<file path="src/rtl/ultrasound_pkg.sv">
// Shared types and constants for the ultrasound controller's UDP command path.
// UDP_CMD_TX_SEQ_EN adds the sequence-number states to the transmit FSM.
package ultrasound_pkg;

  localparam int UDP_HDR_BYTES = 8;
  localparam logic [15:0] CTRL_UDP_PORT = 16'h1235;

  typedef enum logic [2:0] {
    IDLE = 3'd0,
    HDR  = 3'd1,
    HI   = 3'd2,
    LO   = 3'd3,
    FIN  = 3'd4
`ifdef UDP_CMD_TX_SEQ_EN
    ,
    SEQH = 3'd5,
    SEQL = 3'd6
`endif
  } tx_state_e;

endpackage

</file>
<file path="src/rtl/udp_cmd_tx.sv">
// Reads tx_len RAM words from address 0 and sends them as one UDP packet (big-endian bytes),
// 1 cycle start->header, 1 byte/cycle under tready; UDP_CMD_TX_SEQ_EN prepends a 16-bit sequence number.
module udp_cmd_tx
  import ultrasound_pkg::*;
#(
  parameter int          ADDR_WIDTH = 10,
  parameter logic [15:0] DEST_PORT  = 16'h0000,
  parameter logic [15:0] SRC_PORT   = 16'h3456
) (
  input  logic                  clk,
  input  logic                  rst_n,
  input  logic                  start,
  input  logic [ADDR_WIDTH:0]   tx_len,
  input  logic [31:0]           dest_ip,
  output logic [ADDR_WIDTH-1:0] ram_addr,
  output logic                  ram_rd,
  input  logic [15:0]           ram_q,
  output logic                  tx_udp_hdr_valid,
  input  logic                  tx_udp_hdr_ready,
  output logic [31:0]           tx_ip_dest_ip,
  output logic [15:0]           tx_udp_source_port,
  output logic [15:0]           tx_udp_dest_port,
  output logic [15:0]           tx_udp_length,
  output logic [7:0]            tx_udp_payload_axis_tdata,
  output logic                  tx_udp_payload_axis_tvalid,
  input  logic                  tx_udp_payload_axis_tready,
  output logic                  tx_udp_payload_axis_tlast,
  output logic                  tx_udp_payload_axis_tuser,
  output logic                  busy,
  output logic                  done,
  output logic                  err
);

  localparam int LW = ADDR_WIDTH + 1;
  localparam logic [LW-1:0]         LEN_ONE = LW'(1);
  localparam logic [LW-1:0]         MAX_LEN = LW'(1) << ADDR_WIDTH;
  localparam logic [ADDR_WIDTH-1:0] IDX_ONE = ADDR_WIDTH'(1);

  tx_state_e             state_q, state_d;
  logic [LW-1:0]         len_q, len_d;
  logic [31:0]           ip_q, ip_d;
  logic [ADDR_WIDTH-1:0] idx_q, idx_d;
  logic [15:0]           word_q, word_d;
  logic [7:0]            lo_q, lo_d;
  logic                  last_q, last_d;
  logic                  ld_q, ld_d;
  logic                  err_q, err_d;
`ifdef UDP_CMD_TX_SEQ_EN
  logic [15:0]           seq_q, seq_d;
`endif

  logic                  len_ok;
  logic                  is_last;
  logic [ADDR_WIDTH-1:0] idx_inc;
  logic [15:0]           udp_len;
  logic                  hdr_vld;

  assign len_ok  = (tx_len != '0) && (tx_len <= MAX_LEN);
  assign is_last = ({1'b0, idx_q} == (len_q - LEN_ONE));
  assign idx_inc = idx_q + IDX_ONE;
`ifdef UDP_CMD_TX_SEQ_EN
  assign udp_len = 16'(UDP_HDR_BYTES) + 16'd2 + 16'({len_q, 1'b0});
`else
  assign udp_len = 16'(UDP_HDR_BYTES) + 16'({len_q, 1'b0});
`endif

  always_comb begin
    state_d = state_q;
    len_d   = len_q;
    ip_d    = ip_q;
    idx_d   = idx_q;
    word_d  = word_q;
    lo_d    = lo_q;
    last_d  = last_q;
    ld_d    = 1'b0;
    err_d   = 1'b0;
`ifdef UDP_CMD_TX_SEQ_EN
    seq_d   = seq_q;
`endif
    ram_rd  = 1'b0;
    ram_addr = '0;
    hdr_vld = 1'b0;
    tx_udp_payload_axis_tvalid = 1'b0;
    tx_udp_payload_axis_tdata  = 8'h00;
    tx_udp_payload_axis_tlast  = 1'b0;
    done    = err_q;

    // RAM data arrives one cycle after each read strobe
    if (ld_q) begin
      word_d = ram_q;
    end

    case (state_q)
      IDLE: begin
        if (start) begin
          if (len_ok) begin
            len_d   = tx_len;
            ip_d    = dest_ip;
            idx_d   = '0;
            ram_rd  = 1'b1;
            ld_d    = 1'b1;
            state_d = HDR;
          end else begin
            err_d = 1'b1;
          end
        end
      end
      HDR: begin
        hdr_vld = 1'b1;
        if (tx_udp_hdr_ready) begin
`ifdef UDP_CMD_TX_SEQ_EN
          state_d = SEQH;
`else
          state_d = HI;
`endif
        end
      end
`ifdef UDP_CMD_TX_SEQ_EN
      SEQH: begin
        tx_udp_payload_axis_tvalid = 1'b1;
        tx_udp_payload_axis_tdata  = seq_q[15:8];
        if (tx_udp_payload_axis_tready) state_d = SEQL;
      end
      SEQL: begin
        tx_udp_payload_axis_tvalid = 1'b1;
        tx_udp_payload_axis_tdata  = seq_q[7:0];
        if (tx_udp_payload_axis_tready) state_d = HI;
      end
`endif
      HI: begin
        tx_udp_payload_axis_tvalid = 1'b1;
        tx_udp_payload_axis_tdata  = word_q[15:8];
        if (tx_udp_payload_axis_tready) begin
          lo_d   = word_q[7:0];
          last_d = is_last;
          // Prefetch the next word while the low byte goes out
          if (!is_last) begin
            ram_rd   = 1'b1;
            ram_addr = idx_inc;
            idx_d    = idx_inc;
            ld_d     = 1'b1;
          end
          state_d = LO;
        end
      end
      LO: begin
        tx_udp_payload_axis_tvalid = 1'b1;
        tx_udp_payload_axis_tdata  = lo_q;
        tx_udp_payload_axis_tlast  = last_q;
        if (tx_udp_payload_axis_tready) begin
          state_d = last_q ? FIN : HI;
        end
      end
      FIN: begin
        done    = 1'b1;
`ifdef UDP_CMD_TX_SEQ_EN
        seq_d   = seq_q + 16'd1;
`endif
        state_d = IDLE;
      end
      default: state_d = IDLE;
    endcase
  end

  always_ff @(posedge clk) begin
    if (!rst_n) begin
      state_q <= IDLE;
      len_q   <= '0;
      ip_q    <= '0;
      idx_q   <= '0;
      word_q  <= '0;
      lo_q    <= '0;
      last_q  <= 1'b0;
      ld_q    <= 1'b0;
      err_q   <= 1'b0;
`ifdef UDP_CMD_TX_SEQ_EN
      seq_q   <= '0;
`endif
    end else begin
      state_q <= state_d;
      len_q   <= len_d;
      ip_q    <= ip_d;
      idx_q   <= idx_d;
      word_q  <= word_d;
      lo_q    <= lo_d;
      last_q  <= last_d;
      ld_q    <= ld_d;
      err_q   <= err_d;
`ifdef UDP_CMD_TX_SEQ_EN
      seq_q   <= seq_d;
`endif
    end
  end

  // Header fields read as zero outside the header handshake
  assign tx_udp_hdr_valid   = hdr_vld;
  assign tx_ip_dest_ip      = hdr_vld ? ip_q : 32'h0;
  assign tx_udp_source_port = hdr_vld ? SRC_PORT : 16'h0;
  assign tx_udp_dest_port   = hdr_vld ? DEST_PORT : 16'h0;
  assign tx_udp_length      = hdr_vld ? udp_len : 16'h0;
  assign tx_udp_payload_axis_tuser = 1'b0;
  assign busy = (state_q != IDLE);
  assign err  = err_q;

endmodule

</file>
<file path="config.mk">
export PLATFORM = sky130hd
export DESIGN_NAME = udp_cmd_tx
export DESIGN_NICKNAME = d
export VERILOG_FILES = /design/src/rtl/ultrasound_pkg.sv /design/src/rtl/udp_cmd_tx.sv
export SDC_FILE = /design/constraint.sdc
export NUM_CORES = 1
export LEC_CHECK = 0
export BUFFER_PORTS_ARGS = -buffer_cell sky130_fd_sc_hd__buf_2
export CORE_AREA = 5 5 118 120
export CTS_BUF_LIST = sky130_fd_sc_hd__clkbuf_16
export CTS_CLUSTER_DIAMETER = 30
export CTS_CLUSTER_SIZE = 12
export DETAILED_ROUTE_END_ITERATION = 6
export DIE_AREA = 0 0 123 125
export GPL_TIMING_DRIVEN = 1
export SETUP_SLACK_MARGIN = 0.15
export SYNTH_ARGS = -nofsm -noshare
export SYNTH_HDL_FRONTEND = slang
export SYNTH_SLANG_ARGS = --single-unit
</file>
<file path="constraint.sdc">
create_clock -name clk -period 3.16 [get_ports clk]
set_input_delay 0.316 -clock clk [delete_from_list [all_inputs] [get_ports clk]]
set_output_delay 0.316 -clock clk [all_outputs]
set_load 0.01 [all_outputs]
</file>
==> results of run 1 <==
[final timing paths]
check / endpoint / depth (start not counted) / from
worst max-delay path: ram_rd / 10 / len_q[2]$_SDFFE_PN0P_
worst min-delay path: ip_q[5]$_SDFFE_PN0P_ / 3 / dest_ip[5]
worst max register to register: idx_q[4]$_SDFFE_PN0P_ / 11 / len_q[2]$_SDFFE_PN0P_
worst min register to register: ip_q[12]$_SDFFE_PN0P_ / 2 / ip_q[12]$_SDFFE_PN0P_
[through the flow]
step | utilization | instances
after CTS | 0.430 | 888
after global routing | 0.431 | 888
after detailed placement | 0.406 | 870
after global placement | 0.406 | 870
after floorplan | - | 628
final | 0.431 | 888
[power by group]
group          total [W]  switching (W)  internal (W)
Clock            0.00101       0.000413      0.000602
Combinational   0.000413       0.000252      0.000161
Sequential       0.00114      0.0000471       0.00109
[state kept, by name (all words and copies together), names as in the netlist]
| register | cells |
|---|---|
| last_q | 1 |
| state_q | 3 |
| len_q | 11 |
| ld_q | 1 |
| err | 1 |
| word_q | 16 |
| ip_q | 32 |
| lo_q | 8 |
| idx_q | 10 |
[repair_timing]
| item | CTS | global route |
|---|---|---|
| buffers inserted | 3 | 0 |
| gates cloned | 0 | 0 |
| setup endpoints to repair | 11 | 7 |
| pin swaps | 1 | 0 |
| resized for setup | 0 | 2 |
[layout by cell type (no fill, tap or decap), drive strengths merged, types with 14 or more instances in the layout]
cell type / n
buf: 151
nand2: 121
dfxtp: 83
a21oi: 69
nor2: 52
and3: 36
conb: 30
mux2i: 24
xnor2: 15
nand3: 15
inv: 14
[cell type report]
type	count	area, sq um	area share
multi-input combinational	450	2540	0.459
sequential	83	1660	0.300
timing repair buffer	151	786	0.142
tap	176	220	0.0397
clock inverter	6	58.8	0.0106
inverter	13	48.8	0.00880
clock buffer	9	225	0.0406
[kinds of logic after synthesis]
kind of cell / after synthesis / share of synthesized area
simple gates: 264 / 0.275
buf+inv: 95 / 0.116
fa+ha+maj: 4 / 0.0108
xor+xnor: 24 / 0.0454
other cells: 1 / 0.000811
compound gates: 104 / 0.141
flops: 83 / 0.359
mux: 24 / 0.0519
[worst register-to-register path: cells and delay by family (launching register included)]
kind                       cells  cell delay (ns)
and+or+nand+nor                2             0.58
xor gates and xnor gates       1             0.14
adders and majority gates      1             0.25
buffers and inverters          3             0.40
AOI/OAI and AO/OA              4             0.73
DFF                            1             0.51
[layer usage]
metal / vias up / GRT usage / routed length (um)
met5: - / 0 / 0
met4: 0 / 0.0450 / 181
met3: 14 / 0.0650 / 1260
met2: 160 / 0.277 / 6110
met1: 1983 / 0.188 / 5060
li1: 2157 / - / -
==> reports/results.tsv, run 1 <==
stage	metric	value	unit
place	routabilityCongestion	0.825	
power_and_ir_drop	irDropWorstVdd	261	uV
floorplanning	dieArea	0.0154	sq mm
synthesis	syn_inst	599	
sta	worst_pin_slew	0.931	ns
sta	finalCritPeriodShare	0.889	
route	wirelength	12.6	mm
sta	holdWs	0.219	ns
worst_setup_path	regToRegSetupSlack	0.48	ns
power_and_ir_drop	p_total	0.00257	W
worst_setup_path	slowest_delay	0.51	ns
worst_setup_path	cp_slowest_cell	dfxtp_1	
worst_setup_path	cp_max_fo	8	
floorplanning	start_util	0.359	
sta	rsz0062_at_grt	false	
floorplanning	rows	42	
layout	final_area	0.00555	sq mm
synthesis	synth.distinct_cells	53	
power_and_ir_drop	powerDensity	463	mW/mm^2
layout	diodes	0	
sta	finalWorstSetupSlack	0.349	ns
synthesis	syn_avg_cell_area	7.72	sq um
global_routing	grt_max_degree	46	
floorplanning	die_x	123	um
clock_tree	ctsHoldBuffers	0	
place	placed_area	0.00523	sq mm
route	viasPerCell	4.86	
worst_setup_path	worstPathArrival	2.49	ns
route	dr.pass1.iters	5	
synthesis	synthFlopType	dfxtp_1	
place	preCtsSetupSlack	0.344	ns
sta	skew	0.00360	ns
synthesis	synth_seq_area_share	0.359	
route	wl_per_cell	14.2	um
layout	syn_to_final_growth	19.9	%
synthesis	synth_edf_count	0	
worst_setup_path	path_cells	inv_1 > ha_1 > and3b_1 > xnor2_1 > o2bb2ai_1 > a21oi_2 > o31ai_4 > buf_4 > nand2_1 > buf_2	
worst_setup_path	path_delay_family	compound AO/OA/AOI/OAI gates	
global_routing	grt_overflow_total	0	
route	vias	4314	
sta	slew_headroom	0.379	
clock_tree	clockRootBuffer	clkbuf_16	
layout	final_layout_size_suffix_gt1_frac	0.265	
sta	max_clock_freq	356	MHz
floorplanning	dieHeight	125	um
synthesis	synthTopCellsByArea	dfxtp_1 36%, nand2_1 9.8%, a21oi_1 7.4%, buf_4 6.5%, mux2i_1 5.2%	
sta	fin_crit	2.81	ns
clock_tree	clk_latency	0.33	ns
outcome	outcome	finished, final reports clean	
layout	finalNetCount	776	
global_routing	antenna_found_initial	0	
synthesis	synth.most_common_cell	nand2_1	
synthesis	synthArstFlopShare	0	
worst_hold_path	min_path_type	in -> reg	
worst_setup_path	path_buf_inv	3	
synthesis	synth_area	0.00463	sq mm
place	io_buffers	139	
clock_tree	htreeDepth	3	
sta	drv_slew	0	
synthesis	synth_seq_cells	83	
sta	final.setup.tns	0	ns
route	drt.antenna.violating_nets	0	
power_and_ir_drop	leakagePower	2.49	nW
worst_setup_path	critical_path_required	2.84	ns
clock_tree	cts_sinks	83	
floorplanning	design.portCount	170	
layout	num-fill-cells	1349	
worst_setup_path	end_kind	primary output	
run	drv_cap	0	
worst_setup_path	path_class	reg -> out	
synthesis	yosys_warnings	0	
clock_tree	cts_tree	done	
worst_setup_path	crit_path_start_kind	flop	
route	drt_iter0_markers	190	
synthesis	ys_top_cells_by_count	121 x nand2_1, 83 x dfxtp_1, 68 x a21oi_1, 51 x nor2_1, 40 x buf_4	
floorplanning	core	0.0129	sq mm
synthesis	yosysTopAreaCellShare	0.359	
route	drc	0	
global_routing	grt_pass1_vias	4327	
global_routing	grt_pass1_wl	20.7	mm
sta	finalHoldViolCount	0	
clock_tree	clock_path_buffers	2	
sta	setup_viol	0	
global_routing	grt_usage	0.163	
place	dp_hpwl	9.17	mm
synthesis	synth_largest_area_cell	dfxtp_1	
clock_tree	cts_buffers	9	
clock_tree	clk_pin_slew	0.06	ns
No activity file was read; power rests on OpenSTA's default activity.
==> run 2, diff against run 1 <==
Settings changed: MAX_ROUTING_LAYER set to met4.
==> run 2 against run 1 <==
Clock power about the same. Non-clock buffer count unchanged. Sequential share of layout area unchanged. Count of clock-buffer cells in the layout unchanged. Utilization unchanged. Combinational power about the same. Fmax down 0.32%. Final cell count unchanged.
==> reports/results.tsv, run 2 (same netlist as run 1, synthesis figures left out) <==
stage	metric	value	unit	change
layout	largest_register_ffs	32		unchanged
clock_tree	clock_path_buffers	2		unchanged
clock_tree	cts_buffers	9		unchanged
sta	finalWorstSetupSlack	0.340	ns	was 0.349 ns
floorplanning	start_util	0.359		unchanged
sta	rsz0062_at_grt	false		unchanged
layout	final_cell_mix	139 x buf_2, 121 x nand2_1, 83 x dfxtp_1		unchanged
route	drt_iter0_markers	193		was 190
floorplanning	dieArea	0.0154	sq mm	unchanged
sta	fin_crit	2.82	ns	was 2.81 ns
worst_setup_path	path_class	reg -> out		unchanged
run	drv_cap	0		unchanged
place	preCtsSetupSlack	0.344	ns	unchanged
clock_tree	cts_sinks	83		unchanged
sta	finalHoldViolCount	0		unchanged
sta	skew	0.00474	ns	was 0.00360 ns
layout	diodes	0		unchanged
clock_tree	clk_pin_slew	0.06	ns	about the same
worst_setup_path	cp_slowest_cell	dfxtp_1		unchanged
layout	finalNetCount	776		unchanged
global_routing	grt_pass1_vias	4358		was 4327
clock_tree	htreeDepth	3		unchanged
worst_setup_path	critical_path_required	2.84	ns	about the same
layout	largest-register	ip_q		unchanged
clock_tree	ctsHoldBuffers	0		unchanged
worst_setup_path	worstPathArrival	2.50	ns	was 2.49 ns
route	wl_per_cell	14.2	um	about the same
place	dp_hpwl	9.17	mm	unchanged
worst_setup_path	path_cells	inv_1 > ha_1 > and3b_1 > xnor2_1 > o2bb2ai_1 > a21oi_2 > o31ai_4 > buf_4 > nand2_1 > buf_2		unchanged
clock_tree	clk_latency	0.33	ns	about the same
worst_setup_path	end_kind	primary output		unchanged
global_routing	grt_pass1_wl	20.6	mm	was 20.7 mm
power_and_ir_drop	irDropWorstVdd	261	uV	about the same
layout	final_layout_size_suffix_gt1_frac	0.265		unchanged
worst_setup_path	cp_max_fo	8		unchanged
global_routing	grt_usage	0.168		was 0.163
worst_setup_path	crit_path_start_kind	flop		unchanged
worst_setup_path	slowest_delay	0.52	ns	was 0.51 ns
sta	max_clock_freq	355	MHz	was 356 MHz
floorplanning	design.portCount	170		unchanged
route	drc	0		unchanged
route	viasPerCell	4.88		was 4.86
floorplanning	die_x	123	um	unchanged
global_routing	grt_overflow_total	0		unchanged
floorplanning	rows	42		unchanged
clock_tree	clockRootBuffer	clkbuf_16		unchanged
place	placed_cells	870		unchanged
sta	final.setup.tns	0	ns	unchanged
clock_tree	cts_tree	done		unchanged
layout	layout_commonest_cell	buf_2		unchanged
power_and_ir_drop	powerDensity	463	mW/mm^2	about the same
layout	largestRegisters	ip_q x32, word_q x16, len_q x11		unchanged
sta	worst_pin_slew	0.928	ns	was 0.931 ns
route	wirelength	12.6	mm	about the same
sta	drv_slew	0		unchanged
global_routing	grt_max_degree	46		unchanged
place	io_buffers	139		unchanged
route	drt.antenna.violating_nets	0		unchanged
sta	finalCritPeriodShare	0.892		was 0.889
route	dr.pass1.iters	4		was 5
power_and_ir_drop	leakagePower	2.49	nW	unchanged
place	routabilityCongestion	0.838		was 0.825
floorplanning	dieHeight	125	um	unchanged
layout	instances_no_fill	888		unchanged
outcome	outcome	finished, final reports clean		unchanged
sta	setup_viol	0		unchanged
sta	slew_headroom	0.380		was 0.379
worst_hold_path	holdCritStartpoint	dest_ip[5]		unchanged
route	vias	4336		was 4314
layout	syn_to_final_growth	19.9	%	unchanged
worst_setup_path	cp-startpoint	len_q[2]$_SDFFE_PN0P_		unchanged
worst_hold_path	min_path_type	in -> reg		unchanged
worst_setup_path	r2r-start	len_q[2]$_SDFFE_PN0P_		unchanged
global_routing	antenna_found_initial	0		unchanged
layout	num-fill-cells	1349		unchanged
floorplanning	core	0.0129	sq mm	unchanged
==> run 2: what timing repair did <==
action                                  CTS  global route
endpoints found under the setup margin   11             8
pin swaps                                 1             0
resized for setup                         0             2
buffers inserted                          3             0
==> run 2: final cells by class <==
| cell class | count | area [sq um] | share of cell area |
|---|---|---|---|
| Multi-Input combinational cell | 450 | 2540 | 0.459 |
| Sequential cell | 83 | 1660 | 0.300 |
| Timing Repair Buffer | 151 | 786 | 0.142 |
| Clock buffer | 9 | 225 | 0.0406 |
| Tap cell | 176 | 220 | 0.0397 |
| Clock inverter | 6 | 58.8 | 0.0106 |
| Inverter | 13 | 48.8 | 0.00880 |
==> run 2: critical path: cells and delay by family, from the launching register on <==
| kind | cells | cell delay [ns] |
|---|---|---|
| AOI/OAI and AO/OA | 3 | 0.58 |
| xor gates and xnor gates | 1 | 0.13 |
| adders and majority gates | 1 | 0.25 |
| buffers and inverters | 3 | 0.41 |
| DFF | 1 | 0.52 |
| and+or+nand+nor | 2 | 0.27 |
==> run 2: final timing paths <==
check / to / slack [ns] / cells after the start
worst max-delay path: ram_rd / 0.34 / 10
worst max register to register: idx_q[4]$_SDFFE_PN0P_ / 0.46 / 11
worst min-delay path: ip_q[5]$_SDFFE_PN0P_ / 0.22 / 3
worst min register to register: ip_q[5]$_SDFFE_PN0P_ / 0.45 / 2
==> run 2: power breakdown <==
part	total, W	switching (W)	internal (W)	leakage [nW]
Sequential	0.00114	0.0000472	0.00109	0.674
Clock	0.00101	0.000412	0.000602	0.140
Combinational	0.000414	0.000253	0.000161	1.67
==> run 2: through the flow <==
stage / area, sq um / util / hold WS [ns] / power [W]
global route: 5550 / 0.431 / 0.213 / 0.00270
floorplan: 4730 / - / 0.431 / 0.00148
CTS: 5540 / 0.430 / 0.209 / 0.00259
finish: 5550 / 0.431 / 0.219 / 0.00257
detailed placement: 5230 / 0.406 / 0.444 / 0.00157
global placement: 5230 / 0.406 / 0.439 / 0.00156
==> run 2: per-layer routing <==
metal | share of wire | up-vias | global-route usage
met5 | 0 | - | -
met4 | 0.017 | 0 | 0.0508
met3 | 0.067 | 18 | 0.0443
met2 | 0.48 | 143 | 0.278
met1 | 0.44 | 2014 | 0.198
li1 | - | 2161 | -
==> run 3, diff against run 2 <==
Settings changed: ABC_AREA set to 1, CORE_AREA 5 5 118 120 to 5 5 116 118, DIE_AREA 0 0 123 125 to 0 0 121 123.
==> run 3 against run 2 <==
Critical path depth is 1 higher. Highest routed layer unchanged. Largest cell class unchanged. Area after synthesis down 4.0%. Sequential share of layout area is 0.78 points higher. Critical endpoint is now ram_addr[1]. Total power up 20%. Hold slack lost 0.020 ns.
==> reports/results.tsv, run 3 <==
stage	metric	value	unit	change
power_and_ir_drop	pwr-share-clk	0.367		was 0.395
worst_setup_path	cp_slowest_cell	dfxtp_1		unchanged
worst_setup_path	path_delay_family	simple AND/OR/NAND/NOR gates		was compound AO/OA/AOI/OAI gates
worst_hold_path	worstHoldEndpoint	word_q[6]$_SDFFE_PN0P_		was ip_q[5]$_SDFFE_PN0P_
synthesis	synth_largest_area_cell	dfxtp_1		unchanged
synthesis	synth_seq_cells	83		unchanged
layout	largestRegisters	ip_q x32, word_q x16, len_q x11		unchanged
global_routing	grt_pass1_vias	4114		was 4358
sta	rsz0062_at_grt	false		unchanged
synthesis	synth.distinct_cells	31		was 53
layout	multi_input_area	0.00215	sq mm	was 0.00254 sq mm
sta	max_clock_freq	372	MHz	was 355 MHz
worst_setup_path	regToRegSetupSlack	1.08	ns	was 0.46 ns
route	wl_per_cell	12.7	um	was 14.2 um
synthesis	ys_top_cells_by_count	145 x nor2_1, 83 x dfxtp_1, 83 x nand2_1, 79 x o21ai_0, 75 x inv_1		was 121 x nand2_1, 83 x dfxtp_1, 68 x a21oi_1, 51 x nor2_1, 40 x buf_4
power_and_ir_drop	power_frac_seq	0.403		was 0.444
worst_setup_path	critical_path_required	2.84	ns	about the same
worst_setup_path	path_cells	nor2_1 > nand2_1 > inv_1 > nand2_1 > nand2_1 > inv_1 > nand2_1 > nor2_1 > nand2_2 > nor2_1 > buf_2		was inv_1 > ha_1 > and3b_1 > xnor2_1 > o2bb2ai_1 > a21oi_2 > o31ai_4 > buf_4 > nand2_1 > buf_2
synthesis	yosysTopAreaCellShare	0.374		was 0.359
route	dr.pass1.iters	5		was 4
worst_setup_path	worstPathArrival	2.37	ns	was 2.50 ns
layout	num-fill-cells	1363		was 1349
sta	drv_slew	0		unchanged
layout	layout_commonest_cell	nor2_1		was buf_2
sta	final.setup.tns	0	ns	unchanged
clock_tree	clk_latency	0.33	ns	about the same
route	drc	0		unchanged
synthesis	synth_edf_count	0		unchanged
global_routing	grt_overflow_total	0		unchanged
synthesis	synthTopCellsByArea	dfxtp_1 37%, nor2_1 12%, o21ai_0 8.9%, nand2_1 7.0%, a21oi_1 6.5%		was dfxtp_1 36%, nand2_1 9.8%, a21oi_1 7.4%, buf_4 6.5%, mux2i_1 5.2%
clock_tree	ctsHoldBuffers	0		unchanged
floorplanning	dieArea	0.0149	sq mm	was 0.0154 sq mm
worst_setup_path	slowest_delay	0.38	ns	was 0.52 ns
clock_tree	clk_pin_slew	0.06	ns	about the same
clock_tree	cts_resized	0		unchanged
run	drv_cap	0		unchanged
layout	regArea	0.00166	sq mm	unchanged
worst_setup_path	path_buf_inv	3		unchanged
clock_tree	cts_tree	done		unchanged
worst_setup_path	r2r-start	state_q[2]$_SDFFE_PN0P_		was len_q[2]$_SDFFE_PN0P_
power_and_ir_drop	leakagePower	2.69	nW	was 2.49 nW
worst_setup_path	cpMostUsedCell	nand2_1		
layout	syn_to_final_growth	21.7	%	was 19.9%
clock_tree	cts_sinks	83		unchanged
sta	slew_headroom	0.502		was 0.380
synthesis	synthArstFlopShare	0		unchanged
layout	finalNetCount	860		was 776
floorplanning	die_x	121	um	was 123 um
power_and_ir_drop	power.switching	0.000974	W	was 0.000712 W
route	drt_iter0_markers	257		was 193
worst_setup_path	cp_max_fo	13		was 8
power_and_ir_drop	p_comb_frac	0.230		was 0.161
synthesis	syn_inst	676		was 599
sta	setup_viol	0		unchanged
worst_setup_path	path_class	reg -> out		unchanged
synthesis	yosys_warnings	0		unchanged
layout	largest_register_ffs	32		unchanged
layout	final_layout_size_suffix_gt1_frac	0.226		was 0.265
place	dp_hpwl	9.19	mm	was 9.17 mm
place	routabilityCongestion	0.870		was 0.838
worst_setup_path	end_kind	primary output		unchanged
route	vias	4341		was 4336
sta	finalHoldViolCount	0		unchanged
synthesis	synth_seq_area_share	0.374		was 0.359
worst_setup_path	ff2ff_path_depth	11		unchanged
power_and_ir_drop	powerDensity	568	mW/mm^2	was 463 mW/mm^2
floorplanning	core	0.0124	sq mm	was 0.0129 sq mm
worst_setup_path	crit_path_start_kind	flop		unchanged
worst_hold_path	min_path_type	in -> reg		unchanged
floorplanning	dieHeight	123	um	was 125 um
worst_hold_path	holdCritStartpoint	ram_q[6]		was dest_ip[5]
layout	largest-register	ip_q		unchanged
clock_tree	clock_path_buffers	2		unchanged
power_and_ir_drop	internal_power	0.00209	W	was 0.00185 W
synthesis	syn_avg_cell_area	6.57	sq um	was 7.72 sq um
place	io_buffers	139		unchanged
synthesis	synth_area	0.00444	sq mm	was 0.00463 sq mm
power_and_ir_drop	irDropWorstVdd	257	uV	was 261 uV
layout	fin_util	0.437		was 0.431
floorplanning	rows	41		was 42
sta	skew	0.00429	ns	was 0.00474 ns
clock_tree	cts_buffers	9		unchanged
power_and_ir_drop	switching_share	0.317		was 0.278
route	viasPerCell	4.47		was 4.88
global_routing	grt_max_degree	53		was 46
sta	worst_pin_slew	0.746	ns	was 0.928 ns
floorplanning	start_util	0.359		about the same
synthesis	synthFlopType	dfxtp_1		unchanged
route	wirelength	12.3	mm	was 12.6 mm
sta	fin_crit	2.69	ns	was 2.82 ns
clock_tree	htreeDepth	3		unchanged
sta	finalCritPeriodShare	0.851		was 0.892
route	drt.antenna.violating_nets	0		unchanged
floorplanning	design.portCount	170		unchanged
clock_tree	clockRootBuffer	clkbuf_16		unchanged
global_routing	grt_usage	0.164		was 0.168
outcome	outcome	finished, final reports clean		unchanged
layout	final_cell_mix	145 x nor2_1, 139 x buf_2, 83 x nand2_1, 83 x dfxtp_1, 79 x o21ai_0		was 139 x buf_2, 121 x nand2_1, 83 x dfxtp_1
global_routing	grt_pass1_wl	19.1	mm	was 20.6 mm
clock_tree	post_cts_buffers	0		was 3
synthesis	synth.most_common_cell	nor2_1		was nand2_1
global_routing	antenna_found_initial	0		unchanged
worst_hold_path	hold_path_depth	3		unchanged
worst_setup_path	timing.rr.end	idx_q[9]$_SDFFE_PN0P_		was idx_q[4]$_SDFFE_PN0P_
## run 3: cell types whose count changed after synthesis, moves of 10 or more
cell and delta:
inv_1 +62, nand2_1 -38, xnor2_1 -12, o21ai_0 +70, nor2_1 +94, nand3_1 +13, mux2i_1 -24, a21oi_1 -10
and3_1 -35
## run 3: layout make-up
| type | instances | area share |
|---|---|---|
| Timing Repair Buffer | 145 | 0.137 |
| Sequential cell | 83 | 0.307 |
| Inverter | 83 | 0.0577 |
| Clock inverter | 7 | 0.0169 |
| Antenna cell | 2 | 0.000926 |
| Tap cell | 172 | 0.0398 |
| Multi-Input combinational cell | 470 | 0.398 |
| Clock buffer | 9 | 0.0417 |
## run 3: power by group through the flow
stage	sequential [W]	combinational, W	clock, W
after floorplan	0.00123	0.000570	0
after global placement	0.00126	0.000709	0
after detailed placement	0.00126	0.000708	0
after CTS	0.00124	0.000712	0.00116
after global routing	0.00125	0.000809	0.00120
final	0.00124	0.000705	0.00112
## run 3: routing by layer
metal,part of all wire,vias up,track usage
li1,-,2294,-
met3,0.068,19,0.0361
met1,0.44,1909,0.202
met5,0,-,-
met4,0.017,0,0.0623
met2,0.47,119,0.264
## run 3: through the flow
step | cell area (sq um) | cells | hold WS [ns] | setup slack, ns | total power (W)
after floorplan | 4550 | 705 | 0.425 | 1.25 | 0.00180
after global placement | 5080 | 953 | 0.440 | 0.941 | 0.00197
after detailed placement | 5080 | 953 | 0.443 | 0.838 | 0.00197
after CTS | 5400 | 969 | 0.191 | 0.457 | 0.00311
after global routing | 5400 | 969 | 0.197 | 0.188 | 0.00326
final | 5400 | 971 | 0.199 | 0.471 | 0.00307
## run 3: worst max-delay path by stage
| stage | start | to | cells past startpoint |
|---|---|---|---|
| 6_report | state_q[2]$_SDFFE_PN0P_ | ram_addr[1] | 11 |
| 2_1_floorplan | state_q[1]$_SDFFE_PN0P_ | tx_udp_length[10] | 4 |
| 5_1_grt | state_q[2]$_SDFFE_PN0P_ | ram_addr[1] | 11 |
| 4_1_cts | state_q[2]$_SDFFE_PN0P_ | ram_addr[1] | 11 |
| 3_3_place_gp | state_q[2]$_SDFFE_PN0P_ | ram_addr[1] | 11 |
| 3_5_place_dp | state_q[2]$_SDFFE_PN0P_ | ram_addr[1] | 11 |
## run 3: logic make-up (layout without fill, tap and decap cells)
kind of cell    after synthesis  after routing  synth area share
simple gates                281            281             0.261
buf+inv                     152            244             0.165
compound gates              142            142             0.161
flops                        83             83             0.374
xor+xnor                     13             13            0.0256
fa+ha+maj                     4              4            0.0113
other cells                   1             32          0.000844
## run 3: worst register-to-register path, cell delays in order, from the launching register on
cell and delay (ns):
dfxtp_1 0.38, nor2_1 0.08, nand2_1 0.33, inv_1 0.28, nand2_1 0.14, nand2_1 0.06, inv_1 0.05, nand2_1 0.04
nor2_1 0.21, nand2_2 0.19, nor2_1 0.16, nor2_1 0.06
